==> config.mk <==
export PLATFORM = sky130hd
export DESIGN_NAME = fpu_frame_codec
export DESIGN_NICKNAME = d
export VERILOG_FILES = /design/src/rtl/fpusb_pkg.sv /design/src/rtl/fpu_rsp_serializer.sv /design/src/rtl/fpu_frame_codec.sv
export SDC_FILE = /design/constraint.sdc
export NUM_CORES = 1
export LEC_CHECK = 0
export BUFFER_PORTS_ARGS = -buffer_cell sky130_fd_sc_hd__clkbuf_2
export CAP_MARGIN = 20
export CORE_MARGIN = 8
export CORE_UTILIZATION = 40
export DETAILED_ROUTE_END_ITERATION = 16
export PLACE_DENSITY_LB_ADDON = 0.15
export SYNTH_ARGS = -nofsm -noshare
export SYNTH_HDL_FRONTEND = slang
export SYNTH_SLANG_ARGS = --single-unit
==> constraint.sdc <==
create_clock -name clk_pll -period 4.14 [get_ports clk_pll]
set_input_delay 0.207 -clock clk_pll [delete_from_list [all_inputs] [get_ports clk_pll]]
set_output_delay 0.207 -clock clk_pll [all_outputs]
set_load 0.01 [all_outputs]
==> src/rtl/fpusb_pkg.sv <==
// Shared constants, state encoding and status helper for the FTDI <-> FPU frame codec.
package fpusb_pkg;

  localparam logic [7:0]  SYNC_REQ      = 8'hA5;
  localparam logic [7:0]  SYNC_RSP      = 8'h5A;
  localparam int unsigned REQ_LEN       = 10;
  localparam int unsigned RSP_LEN       = 7;
  localparam int unsigned STATUS_BAD_OP = 7;
  localparam int unsigned FLAG_W        = 5;

  typedef enum logic [2:0] {
    ST_HUNT     = 3'd0,
    ST_RX_OP    = 3'd1,
    ST_RX_A     = 3'd2,
    ST_RX_B     = 3'd3,
    ST_CHECK    = 3'd4,
    ST_ISSUE    = 3'd5,
    ST_WAIT_RES = 3'd6,
    ST_TX       = 3'd7
  } state_t;

  // Response status byte: {bad_op, 2'b00, flags[4:0]}.
  function automatic logic [7:0] make_status(input logic bad_op, input logic [FLAG_W-1:0] flags);
    logic [7:0] s;
    s                = '0;
    s[FLAG_W-1:0]    = flags;
    s[STATUS_BAD_OP] = bad_op;
    return s;
  endfunction

endpackage

==> src/rtl/fpu_rsp_serializer.sv <==
// Emits one RSP_LEN-byte response frame, MSB byte first, honouring TX FIFO back-pressure.
module fpu_rsp_serializer
  import fpusb_pkg::*;
(
  input  logic        clk,
  input  logic        reset,
  input  logic        load,
  input  logic [7:0]  op,
  input  logic [31:0] res,
  input  logic [7:0]  status,
  input  logic        full,
  output logic        push,
  output logic [7:0]  data,
  output logic        done
);

  localparam int unsigned FRAME_W = RSP_LEN * 8;

  logic [FRAME_W-1:0] frame_q;
  logic [2:0]         idx_q;
  logic               active_q;

  // Frame shift register and byte index; a full FIFO holds both in place.
  always_ff @(posedge clk) begin
    if (reset) begin
      frame_q  <= '0;
      idx_q    <= '0;
      active_q <= 1'b0;
    end else if (load) begin
      frame_q  <= {SYNC_RSP, op, res, status};
      idx_q    <= '0;
      active_q <= 1'b1;
    end else if (active_q && !full) begin
      frame_q <= frame_q << 8;
      if (idx_q == 3'(RSP_LEN - 1)) begin
        idx_q    <= '0;
        active_q <= 1'b0;
      end else begin
        idx_q <= idx_q + 3'd1;
      end
    end
  end

  // Current head byte is presented whenever the frame is being sent.
  always_comb begin
    push = active_q && !full;
    data = active_q ? frame_q[FRAME_W-1 -: 8] : '0;
    done = push && (idx_q == 3'(RSP_LEN - 1));
  end

endmodule

==> src/rtl/fpu_frame_codec.sv <==
// Request parser / FPU issuer / response framer between the FTDI byte FIFOs and the FPU core.
module fpu_frame_codec
  import fpusb_pkg::*;
#(
  parameter int unsigned NUM_OPS        = 8,
  parameter int unsigned TIMEOUT_CYCLES = 1024
) (
  input  logic              clk_pll,
  input  logic              reset,
  input  logic [7:0]        FIFO_output_data,
  input  logic              FIFO_empty,
  output logic              FIFO_pop_data,
  output logic [7:0]        FIFO_input_data,
  output logic              FIFO_push_data,
  input  logic              FIFO_full,
  output logic [7:0]        fpu_op,
  output logic [31:0]       fpu_a,
  output logic [31:0]       fpu_b,
  output logic              fpu_req_valid,
  input  logic              fpu_req_ready,
  input  logic [31:0]       fpu_res,
  input  logic [FLAG_W-1:0] fpu_res_flags,
  input  logic              fpu_res_valid,
  output logic              fpu_res_ready,
  output logic              frame_error,
  output logic              busy
);

  localparam int unsigned IDLE_W = (TIMEOUT_CYCLES > 1) ? $clog2(TIMEOUT_CYCLES + 1) : 1;
  localparam logic [IDLE_W-1:0] IDLE_LAST = (TIMEOUT_CYCLES == 0) ? '0 : IDLE_W'(TIMEOUT_CYCLES - 1);

  state_t            state_q, state_d;
  logic [7:0]        op_q;
  logic [31:0]       a_q, b_q;
  logic [1:0]        cnt_q;
  logic [IDLE_W-1:0] idle_q;

  logic              rx_state, in_frame, pop, timeout_hit;
  logic              ser_load, ser_push, ser_done;
  logic [31:0]       ser_res;
  logic [7:0]        ser_status, ser_data;

  // Pop qualification and mid-frame idle timeout detection.
  always_comb begin
    rx_state    = state_q inside {ST_HUNT, ST_RX_OP, ST_RX_A, ST_RX_B};
    in_frame    = state_q inside {ST_RX_OP, ST_RX_A, ST_RX_B};
    pop         = rx_state && !FIFO_empty;
    timeout_hit = (TIMEOUT_CYCLES != 0) && in_frame && !pop && (idle_q == IDLE_LAST);
  end

  // Next-state logic; also selects what gets loaded into the response serializer.
  always_comb begin
    state_d    = state_q;
    ser_load   = 1'b0;
    ser_res    = '0;
    ser_status = '0;
    case (state_q)
      ST_HUNT: begin
        if (pop && FIFO_output_data == SYNC_REQ) state_d = ST_RX_OP;
      end
      ST_RX_OP: begin
        if (pop)              state_d = ST_RX_A;
        else if (timeout_hit) state_d = ST_HUNT;
      end
      ST_RX_A: begin
        if (pop && cnt_q == 2'd3) state_d = ST_RX_B;
        else if (timeout_hit)     state_d = ST_HUNT;
      end
      ST_RX_B: begin
        if (pop && cnt_q == 2'd3) state_d = ST_CHECK;
        else if (timeout_hit)     state_d = ST_HUNT;
      end
      ST_CHECK: begin
        if (32'(op_q) < NUM_OPS) begin
          state_d = ST_ISSUE;
        end else begin
          state_d    = ST_TX;
          ser_load   = 1'b1;
          ser_status = make_status(1'b1, '0);
        end
      end
      ST_ISSUE: begin
        if (fpu_req_ready) state_d = ST_WAIT_RES;
      end
      ST_WAIT_RES: begin
        if (fpu_res_valid) begin
          state_d    = ST_TX;
          ser_load   = 1'b1;
          ser_res    = fpu_res;
          ser_status = make_status(1'b0, fpu_res_flags);
        end
      end
      ST_TX: begin
        if (ser_done) state_d = ST_HUNT;
      end
      default: state_d = ST_HUNT;
    endcase
  end

  // State register, request field capture and idle counter.
  always_ff @(posedge clk_pll) begin
    if (reset) begin
      state_q <= ST_HUNT;
      op_q    <= '0;
      a_q     <= '0;
      b_q     <= '0;
      cnt_q   <= '0;
      idle_q  <= '0;
    end else begin
      state_q <= state_d;
      if (pop) begin
        case (state_q)
          ST_HUNT:  cnt_q <= '0;
          ST_RX_OP: begin
            op_q  <= FIFO_output_data;
            cnt_q <= '0;
          end
          ST_RX_A: begin
            a_q   <= {a_q[23:0], FIFO_output_data};
            cnt_q <= cnt_q + 2'd1;
          end
          ST_RX_B: begin
            b_q   <= {b_q[23:0], FIFO_output_data};
            cnt_q <= cnt_q + 2'd1;
          end
          default: ;
        endcase
      end
      if (!in_frame || pop || timeout_hit) idle_q <= '0;
      else                                 idle_q <= idle_q + 1'b1;
    end
  end

  fpu_rsp_serializer u_ser (
    .clk    (clk_pll),
    .reset  (reset),
    .load   (ser_load),
    .op     (op_q),
    .res    (ser_res),
    .status (ser_status),
    .full   (FIFO_full),
    .push   (ser_push),
    .data   (ser_data),
    .done   (ser_done)
  );

  // Handshake and strobe outputs are held low for the whole time reset is high.
  always_comb begin
    FIFO_pop_data   = !reset && pop;
    FIFO_push_data  = !reset && ser_push;
    FIFO_input_data = ser_data;
    fpu_op          = op_q;
    fpu_a           = a_q;
    fpu_b           = b_q;
    fpu_req_valid   = !reset && (state_q == ST_ISSUE);
    fpu_res_ready   = !reset && (state_q == ST_WAIT_RES);
    frame_error     = !reset && timeout_hit;
    busy            = !reset && (state_q != ST_HUNT);
  end

endmodule
==> flow_summary.toml <==
[clock_tree]
post-cts-setup-buffer-count = 0
cts-buffers-inserted = 17
root_buffer = "clkbuf_16"
cts_tree = "yes"
clk_path_buf_depth = 2
htree_num_levels = 4
path_clk_slew_ns = 0.06
cts.repair.resized = 0
ctsHoldBuffers = 29
clock_sinks = 146
clock_latency_ns = 0.42

[setup_path]
crit_arrival_ns = 2.74
cp-start-kind = "flip-flop"
required_ns = 4.50
crit_type = "reg2reg"
critPathMaxFanout = 23
rrSetupSlack_ns = 1.76
endpoint_kind = "flip-flop"

[floorplan]
die_x_um = 136
core-area_mm2 = 0.0143
fp.dieH_um = 136
rows = 44
dieArea_mm2 = 0.0185
initial_core_util = 0.403
io_pins = 137

[drt]
drt_iter0_markers = 306
dr.pass1.iters = 4
drc = 0
ant_nets = 0
vias_per_cell = 4.98
vias = 5004
highest_layer = "met4"
drt-total-wl_um = 15100
wire_per_inst_um = 15.0
met2_length_um = 6990
met1_length_um = 6910
route.met3.wl_um = 989

[sta]
worst_slew_pin_slew_ns = 0.954
final_hold_viol_count = 0
max_slew_margin = 0.364
whs_ns = 0.0137
finClkSkew_ns = 0.00922
timing.final.crit_share = 0.575
setup_viol = 0
tns_ns = 0
rsz0062_at_grt = "false"
max_freq_mhz = 420
fin_crit_ns = 2.38
drv_slew = 0
setup_ws_ns = 1.76

[power_and_ir_drop]
seqPwrFrac = 0.435
p_per_area_mw_per_mm2 = 426
irDropWorstVdd_mv = 0.302
clock_power_share = 0.539
netSwitchingFraction = 0.198
leakage_nw = 3.09
p_switching_w = 0.000641
comb_power_share = 0.027
p_int_w = 0.00259

[synthesis]
synth-edff-count = 0
ys_ff_latch = 146
synth_cells = 663
ys_types = 51
syn_area_per_cell_um2 = 8.70
synthFlopType = "dfxtp_1"
syn_area_mm2 = 0.00577
synth.yosys.seq_area_share = 0.507
yosysWarningCount = 0
async_reset_ff_frac = 0
synth_fp_nets = 716

[global_route]
antenna_found_initial = 0
grt-ovfl-total = 0
grt_use_total = 0.164
grt_max_degree = 55
grt_pass1_vias = 4758
grt_first_pass_wirelength_um = 24400

[status]
status = "finished clean"

[run]
drv_cap = 0

[cells_and_area]
layout-drive-gt1-share = 0.227
multiInputGateArea_mm2 = 0.00262
num-fill-cells = 1348
antenna_cells = 0
final_core_util = 0.530
area_delta_synth_final_pct = 31.5
nNetsFinal = 861
seqCellArea_mm2 = 0.00292

[placed_design]
place_ws_ns = 1.76
dp.final_hpwl_um = 10200
gp_congestion = 0.749
io_buffers = 136

[min_path]
hold_path.class = "in2reg"
==> cell usage in the layout, fill, tap and decap left out, types with 4 or more instances in the layout <==
| cell | synthesis | final |
|---|---|---|
| a311oi_1 | 8 | 8 |
| xor2_1 | 7 | 7 |
| nand2_1 | 189 | 189 |
| and2_1 | 9 | 9 |
| nor2_1 | 25 | 24 |
| nor3_1 | 4 | 4 |
| nand3_1 | 9 | 9 |
| inv_1 | 5 | 5 |
| dlygate4sd3_1 | 0 | 29 |
| clkbuf_16 | 0 | 17 |
| o2bb2ai_1 | 30 | 30 |
| a31oi_1 | 4 | 4 |
| clkbuf_2 | 0 | 135 |
| a21oi_1 | 86 | 86 |
| bufinv_16 | 0 | 6 |
| mux2i_1 | 30 | 30 |
| nor3b_1 | 5 | 5 |
| buf_4 | 1 | 6 |
| a22o_1 | 7 | 7 |
| buf_16 | 0 | 4 |
| dfxtp_1 | 146 | 146 |
==> sequential cells by signal (all words and copies together), names as in the netlist <==
| register | flops |
|---|---|
| cnt_q | 2 |
| fpu_a | 32 |
| fpu_b | 32 |
| fpu_op | 8 |
| idle_q | 11 |
| state_q | 3 |
| u_ser.active_q | 1 |
| u_ser.frame_q | 54 |
| u_ser.idx_q | 3 |
==> routing by layer <==
metal | vias up | GRT usage
met4 | 0 | 0.0519
met2 | 117 | 0.258
met1 | 2299 | 0.206
met3 | 13 | 0.0558
met5 | - | 0
li1 | 2575 | -
==> final cells by class <==
class / instances / area share
clock buffer: 19 / 0.0584
inverter: 5 / 0.00247
sequential: 146 / 0.385
clock inverter: 13 / 0.0304
multi-input combinational: 464 / 0.345
timing repair buffer: 174 / 0.148
tap: 184 / 0.0304
==> power groups by stage <==
stage	Clock (W)	Combinational, W	Sequential [W]
final	0.00174	0.0000870	0.00141
after global routing	0.00184	0.0000944	0.00140
after CTS	0.00178	0.0000864	0.00140
after detailed placement	0	0.0000651	0.00144
after global placement	0	0.0000651	0.00144
after floorplan	0	0.0000287	0.00144
==> final timing paths <==
path	startpoint	endpoint	cells after the start
max reg2reg	fpu_op[7]$_SDFFE_PP0P_	u_ser.frame_q[14]$_SDFFE_PP0P_	4
max	fpu_op[7]$_SDFFE_PP0P_	u_ser.frame_q[14]$_SDFFE_PP0P_	4
min reg2reg	u_ser.frame_q[50]$_SDFFE_PP0P_	u_ser.frame_q[50]$_SDFFE_PP0P_	2
min	fpu_res_flags[1]	u_ser.frame_q[1]$_SDFFE_PP0P_	2
==> worst max-delay path, stage by stage (launching register included) <==
cell	delay, ns
dfxtp_1	0.36
or3_4	0.44
o311ai_4	0.77
nor3b_4	0.53
a22o_1	0.20
==> synthesized netlist by cell type, types with 2 or more instances <==
master       n  share of area
buf_6        3         0.0059
nor2b_1      3         0.0033
a21oi_1     86          0.075
a311oi_1     8          0.012
nand3_1      9         0.0078
xor2_1       7          0.011
o21ai_0      3         0.0026
o211ai_1     2         0.0026
a22o_1       7          0.011
nand4_1      3         0.0033
nand2b_1     4         0.0043
o221ai_1     2         0.0030
and3_1       3         0.0033
mux2i_1     30          0.052
a31oi_1      4         0.0043
nor4_1       2         0.0022
a211oi_1     2         0.0026
nor2_1      25          0.016
dfxtp_1    146           0.51
and3b_1      2         0.0030
buf_2       16          0.014
or2_2        2         0.0022
and2_1       9         0.0098
inv_1        5         0.0033
ha_1         2         0.0043
nor3_2       3         0.0052
nand2_1    189           0.12
clkbuf_1    27          0.018
nor3_1       4         0.0035
o2bb2ai_1   30          0.046
nor3b_1      5         0.0065
==> cell families after synthesis <==
| group | after synthesis | share of synthesized area |
|---|---|---|
| muxes | 30 | 0.0521 |
| and+or+nand+nor | 273 | 0.210 |
| adders and majority gates | 2 | 0.00434 |
| DFF | 146 | 0.507 |
| xor gates and xnor gates | 8 | 0.0121 |
| AOI/OAI and AO/OA | 151 | 0.172 |
| buffers and inverters | 53 | 0.0425 |
==> per-stage QoR <==
step / std cells / area (µm²) / total power, W
4_1_cts: 1002 / 7500 / 0.00327
6_report: 1005 / 7580 / 0.00323
3_5_place_dp: 941 / 6540 / 0.00150
3_3_place_gp: 940 / 6510 / 0.00150
5_1_grt: 1005 / 7580 / 0.00334
2_1_floorplan: 663 / 5770 / 0.00146
Note: power is estimated with default switching activity, not from simulation.
